File: src/rtl/fetch_unit_pkg.sv
// Shared types and constants for the instruction-fetch stage.
// Optional perf counters in fetch_unit are enabled by defining FETCH_PERF_EN.
package fetch_pkg;

  typedef enum logic [1:0] {
    RUN    = 2'd0,
    STALL  = 2'd1,
    SQUASH = 2'd2
  } fetch_state_t;

  localparam logic [31:0] FETCH_NOP = 32'h0000_0000;
  localparam logic [31:0] PC_INCR   = 32'd4;

  // Instruction addresses are always word aligned.
  function automatic logic [31:0] word_align(input logic [31:0] addr);
    return addr & ~32'd3;
  endfunction

endpackage

File: src/rtl/fetch_unit_if.sv
// Fetch-stage bus: hazard-unit controls, ID redirects, instruction memory and IF/ID outputs.
interface fetch_unit_if;
  logic        pc_write_enable;
  logic        ifid_write_enable;
  logic        branch;
  logic [31:0] branch_target;
  logic        jump;
  logic [31:0] jump_target;
  logic [31:0] imem_addr;
  logic [31:0] imem_data;
  logic [31:0] id_instruction;
  logic [31:0] id_pc_plus4;
  logic        id_valid;

  modport master (
    input  pc_write_enable, ifid_write_enable, branch, branch_target,
           jump, jump_target, imem_data,
    output imem_addr, id_instruction, id_pc_plus4, id_valid
  );

  modport slave (
    output pc_write_enable, ifid_write_enable, branch, branch_target,
           jump, jump_target, imem_data,
    input  imem_addr, id_instruction, id_pc_plus4, id_valid
  );
endinterface

File: src/rtl/fetch_unit_if_id_register.sv
// IF/ID pipeline register: holds when write is disabled, loads a NOP bubble on squash.
module if_id_register
  import fetch_pkg::*;
#(
  parameter logic [31:0] NOP_WORD = FETCH_NOP
) (
  input  logic        clk,
  input  logic        reset,
  input  logic        write_en,
  input  logic        squash,
  input  logic [31:0] instr,
  input  logic [31:0] pc_plus4,
  output logic [31:0] id_instruction,
  output logic [31:0] id_pc_plus4,
  output logic        id_valid
);

  logic [31:0] instr_reg;
  logic [31:0] pc_plus4_reg;
  logic        valid_reg;

  // Hold has priority over squash so a stalled ID stage keeps its instruction.
  always_ff @(posedge clk) begin
    if (reset) begin
      instr_reg    <= NOP_WORD;
      pc_plus4_reg <= '0;
      valid_reg    <= 1'b0;
    end else if (write_en) begin
      instr_reg    <= squash ? NOP_WORD : instr;
      pc_plus4_reg <= pc_plus4;
      valid_reg    <= ~squash;
    end
  end

  assign id_instruction = instr_reg;
  assign id_pc_plus4    = pc_plus4_reg;
  assign id_valid       = valid_reg;

endmodule

File: src/rtl/fetch_unit.sv
// Instruction-fetch stage: PC register, next-PC select, fetch FSM and IF/ID register.
// Define FETCH_PERF_EN to build the stall/squash performance counters.
module fetch_unit
  import fetch_pkg::*;
#(
  parameter logic [31:0] RESET_PC = 32'h0000_0000,
  parameter logic [31:0] NOP_WORD = FETCH_NOP
) (
  input  logic           clk,
  input  logic           reset,
  fetch_unit_if.master   fif,
  output logic [1:0]     fetch_state,
  output logic [31:0]    stall_cycles,
  output logic [31:0]    squash_count
);

  logic [31:0]  pc_reg;
  logic [31:0]  pc_next;
  logic [31:0]  pc_plus4;
  logic [31:0]  target;
  logic         redirect;
  fetch_state_t state_reg;
  fetch_state_t state_next;

  // A redirect without PC write permission is dropped.
  assign redirect = (fif.jump | fif.branch) & fif.pc_write_enable;
  assign target   = word_align(fif.jump ? fif.jump_target : fif.branch_target);
  assign pc_plus4 = pc_reg + PC_INCR;

  always_comb begin
    pc_next = pc_reg;
    if (redirect) begin
      pc_next = target;
    end else if (fif.pc_write_enable) begin
      pc_next = pc_plus4;
    end
  end

  always_ff @(posedge clk) begin
    if (reset) begin
      pc_reg <= RESET_PC;
    end else begin
      pc_reg <= pc_next;
    end
  end

  assign fif.imem_addr = pc_reg;

  if_id_register #(
    .NOP_WORD (NOP_WORD)
  ) u_if_id (
    .clk            (clk),
    .reset          (reset),
    .write_en       (fif.ifid_write_enable),
    .squash         (redirect),
    .instr          (fif.imem_data),
    .pc_plus4       (pc_plus4),
    .id_instruction (fif.id_instruction),
    .id_pc_plus4    (fif.id_pc_plus4),
    .id_valid       (fif.id_valid)
  );

  always_ff @(posedge clk) begin
    if (reset) begin
      state_reg <= RUN;
    end else begin
      state_reg <= state_next;
    end
  end

  // The current state never feeds back, so an illegal encoding recovers in one edge.
  always_comb begin
    state_next = RUN;
    if (redirect) begin
      state_next = SQUASH;
    end else if (!fif.pc_write_enable && !fif.ifid_write_enable) begin
      state_next = STALL;
    end
  end

  always_comb begin
    fetch_state = state_reg;
  end

`ifdef FETCH_PERF_EN
  logic [1:0] cnt_inc;
  assign cnt_inc = {redirect, (state_next == STALL)};

  generate
    for (genvar gi = 0; gi < 2; gi++) begin : g_cnt
      logic [31:0] cnt_reg;
      always_ff @(posedge clk) begin
        if (reset) begin
          cnt_reg <= '0;
        end else if (cnt_inc[gi] && (cnt_reg != 32'hFFFF_FFFF)) begin
          cnt_reg <= cnt_reg + 32'd1;
        end
      end
    end
  endgenerate

  assign stall_cycles = g_cnt[0].cnt_reg;
  assign squash_count = g_cnt[1].cnt_reg;
`else
  assign stall_cycles = '0;
  assign squash_count = '0;
`endif

endmodule

File: src/flat_wrapper.sv
// flat-port wrapper written by rule: the top's interface ports become plain ports
module fetch_unit_flat import fetch_pkg::*;
#(
  parameter logic [31:0] RESET_PC = 32'h0000_0000,
  parameter logic [31:0] NOP_WORD = FETCH_NOP
)
  (clk, reset, fetch_state, stall_cycles, squash_count, fif_pc_write_enable, fif_ifid_write_enable, fif_branch, fif_branch_target, fif_jump, fif_jump_target, fif_imem_data, fif_imem_addr, fif_id_instruction, fif_id_pc_plus4, fif_id_valid);
  fetch_unit_if fif_i ();
  input  logic clk;
  input  logic reset;
  output logic [1:0] fetch_state;
  output logic [31:0] stall_cycles;
  output logic [31:0] squash_count;
  input wire logic [$bits(fif_i.pc_write_enable)-1:0] fif_pc_write_enable;
  input wire logic [$bits(fif_i.ifid_write_enable)-1:0] fif_ifid_write_enable;
  input wire logic [$bits(fif_i.branch)-1:0] fif_branch;
  input wire logic [$bits(fif_i.branch_target)-1:0] fif_branch_target;
  input wire logic [$bits(fif_i.jump)-1:0] fif_jump;
  input wire logic [$bits(fif_i.jump_target)-1:0] fif_jump_target;
  input wire logic [$bits(fif_i.imem_data)-1:0] fif_imem_data;
  output wire logic [$bits(fif_i.imem_addr)-1:0] fif_imem_addr;
  output wire logic [$bits(fif_i.id_instruction)-1:0] fif_id_instruction;
  output wire logic [$bits(fif_i.id_pc_plus4)-1:0] fif_id_pc_plus4;
  output wire logic [$bits(fif_i.id_valid)-1:0] fif_id_valid;
  assign fif_i.pc_write_enable = fif_pc_write_enable;
  assign fif_i.ifid_write_enable = fif_ifid_write_enable;
  assign fif_i.branch = fif_branch;
  assign fif_i.branch_target = fif_branch_target;
  assign fif_i.jump = fif_jump;
  assign fif_i.jump_target = fif_jump_target;
  assign fif_i.imem_data = fif_imem_data;
  assign fif_imem_addr = fif_i.imem_addr;
  assign fif_id_instruction = fif_i.id_instruction;
  assign fif_id_pc_plus4 = fif_i.id_pc_plus4;
  assign fif_id_valid = fif_i.id_valid;
  fetch_unit #(.RESET_PC(RESET_PC), .NOP_WORD(NOP_WORD)) u_core (.clk(clk), .reset(reset), .fif(fif_i), .fetch_state(fetch_state), .stall_cycles(stall_cycles), .squash_count(squash_count));
endmodule
File: config.mk
export PLATFORM = sky130hd
export DESIGN_NAME = fetch_unit_flat
export DESIGN_NICKNAME = d
export VERILOG_FILES = /design/src/rtl/fetch_unit_pkg.sv /design/src/rtl/fetch_unit_if.sv /design/src/rtl/fetch_unit_if_id_register.sv /design/src/rtl/fetch_unit.sv /design/src/flat_wrapper.sv
export SDC_FILE = /design/constraint.sdc
export NUM_CORES = 1
export LEC_CHECK = 0
export ABC_AREA = 1
export BUFFER_PORTS_ARGS = -buffer_cell sky130_fd_sc_hd__buf_2
export CORE_MARGIN = 4
export CORE_UTILIZATION = 41
export CTS_BUF_LIST = sky130_fd_sc_hd__clkbuf_16
export CTS_CLUSTER_SIZE = 10
export DETAILED_ROUTE_END_ITERATION = 16
export PLACE_DENSITY = 0.76
export REMOVE_ABC_BUFFERS = 1
export SKIP_CTS_REPAIR_TIMING = 1
export SYNTH_ARGS = -nofsm -noshare
export SYNTH_HDL_FRONTEND = slang
export SYNTH_SLANG_ARGS = --single-unit
export TNS_END_PERCENT = 5
File: constraint.sdc
create_clock -name clk -period 1.38 [get_ports clk]
set_input_delay 0.138 -clock clk [delete_from_list [all_inputs] [get_ports clk]]
set_output_delay 0.138 -clock clk [all_outputs]
set_load 0.03 [all_outputs]
==> reports/metrics.yaml <==
floorplan:
  die_h_um: 117
  core_area_um2: 11500
  ios: 265
  dieArea_um2: 13700
  initial_core_util_pct: 42.3
  die_w_um: 117
  placementRows: 39
logic_synthesis:
  avgSynthCellArea_um2: 7.50
  syn_area_um2: 4870
  async_flop_share_pct: 0
  synthFlopType: "dfxtp_1"
  synth.distinct_cells: 31
  yosysWarningCount: 0
  syn_inst: 650
  seq_area_frac_synth_pct: 39.0
  synth_edf_count: 0
  ys_ff_latch: 95
cells_and_area:
  utilization_pct: 58.6
  antennaDiodeCount: 0
  multi_input_area_um2: 2670
  syn_to_final_growth_pct: 38.4
  final_area_um2: 6740
  regArea_um2: 1930
  nets: 995
  final_common_cell: "buf_2"
  fillers: 1091
  mostFrequentLayoutCells: "192 x buf_2, 177 x nand2_1, 80 x dfxtp_1, 68 x conb_1, 66 x buf_4"
  layoutNonFillerInstCount: 1040
  drive_above_1_share_pct: 39.0
sta:
  hold_violations: 0
  post-route-period-util_pct: 106
  slew_viol_final: 0
  clock.fmax_mhz: 685
  clock_skew_ps: 10.3
  hold_slack_ps: 32.2
  rsz0062_at_grt: "true"
  setup_viol: 12
  layout_min_cycle_time_ps: 1460
  setup_ws_ps: -80.1
clocking:
  clkTransAtPathRegs_ps: 70
  insertion_delay_ps: 350
  htree_levels: 3
  cts_tree: "built"
  clock-sinks: 95
  clockBufferDepth: 2
  cts_buffers: 9
  cts_root_buffer: "clkbuf_16"
detailed_routing:
  drc: 0
  postRouteAntennaNets: 0
  num_vias: 5079
  vias_per_cell: 4.88
  dr.pass1.iters: 4
  routedWlPerCell_um: 15.0
  drt-total-wl_um: 15600
  drt-initial-drc-count: 199
global_route:
  antenna_found_initial: 0
  grt_pass1_vias: 4686
  grt.overflow.total: 0
  grt_max_degree: 41
  grt_pass1_wl_um: 23200
  track_usage_pct: 21.7
worst_setup_path:
  path_class: "reg2reg"
  setup.worst_path.start_class: "flop"
  crit_arrival_ps: 1690
  worstPathRequired_ps: 1610
  worstSetupEndpointType: "flop"
  path_max_fanout: 5
power:
  powerDensity_nw_per_um2: 1030
  power.leakage_nw: 3.28
  ir_drop_v: 0.000746
status:
  violations: "negative setup slack"
  status: "finished, violations left"
worst_hold_path:
  hp-class: "in2reg"
placement:
  dp.cells: 1022
  dp_hpwl_um: 11800
  portBuffers: 192
  post-place-ws_ps: -147
  gp_congestion: 0.920
  placed_area_um2: 6230
run:
  drv_cap: 0
sequential cells by signal, indices dropped and copies added, names as in the netlist:
name	cells
u_core.u_if_id.id_valid	1
u_core.fetch_state	2
u_core.u_if_id.id_pc_plus4	30
u_core.fif.imem_addr	30
u_core.u_if_id.id_instruction	32
worst max-delay path, cell delays in order, from the launching register on:
cell	delay (ps)
dfxtp_4	360
ha_4	150
nand3_4	90
inv_4	90
nand2_8	70
nor2_4	210
nand2_2	100
nand2_2	90
nand2_2	70
nand2_1	60
a21oi_1	60
synth_stat cells (all sizes together), types with 7 or more instances:
master | instances | area [um2]
buf | 79 | 562
a22o | 13 | 114
nand2 | 192 | 731
a21oi | 53 | 265
nand3b | 7 | 52.6
o211ai | 7 | 52.6
a32o | 32 | 320
inv | 28 | 105
nand3 | 17 | 85.1
dfxtp | 95 | 1900
nor2 | 48 | 225
clkbuf | 21 | 78.8
a31oi | 9 | 56.3
xnor2 | 7 | 61.3
o21ai | 22 | 110
per-layer routing:
layer	GRT usage, %	up-vias	part of all wire, %
met5	0	-	0
met4	8.49	0	2.0
met3	6.32	24	8.1
met2	35.7	190	48
met1	26.9	2342	42
li1	-	2523	-
stage by stage:
stage / total power, mW / TNS (ps)
2_1_floorplan: 3.91 / -60800
3_3_place_gp: 4.52 / -1050
3_5_place_dp: 4.54 / -2370
4_1_cts: 6.95 / -2870
5_1_grt: 7.24 / -3820
6_report: 6.93 / -327
cell families after synthesis:
group | share of synthesized area [%]
AOI/OAI and AO/OA | 19.2
adders and majority gates | 0.257
buffers and inverters | 15.3
and+or+nand+nor | 23.7
xor gates and xnor gates | 2.49
DFF | 39.0
other | 0.0770
final cells by class:
class	count	share of cell area, %
Timing Repair Buffer	264	23.4
Inverter	28	1.60
Clock inverter	7	0.835
Tap cell	143	2.65
Sequential cell	95	28.6
Clock buffer	9	3.34
Multi-Input combinational cell	494	39.6
path summary, 6_finish.rpt:
kind,startpoint,end,slack [ps],depth (start not counted)
max,u_core.fif.imem_addr[3],u_core.fif.imem_addr[26],-80,10
min,fif_imem_data[5],u_core.u_if_id.id_instruction[5],30,2
max reg2reg,u_core.fif.imem_addr[3],u_core.fif.imem_addr[26],-80,10
min reg2reg,u_core.u_if_id.id_pc_plus4[25],u_core.u_if_id.id_pc_plus4[25],450,2
where the power goes:
group	switching, mW	internal, mW
Clock	1.04	1.37
Combinational	1.04	0.506
Sequential	0.0907	2.88
No activity file was read; power rests on OpenSTA's default activity.
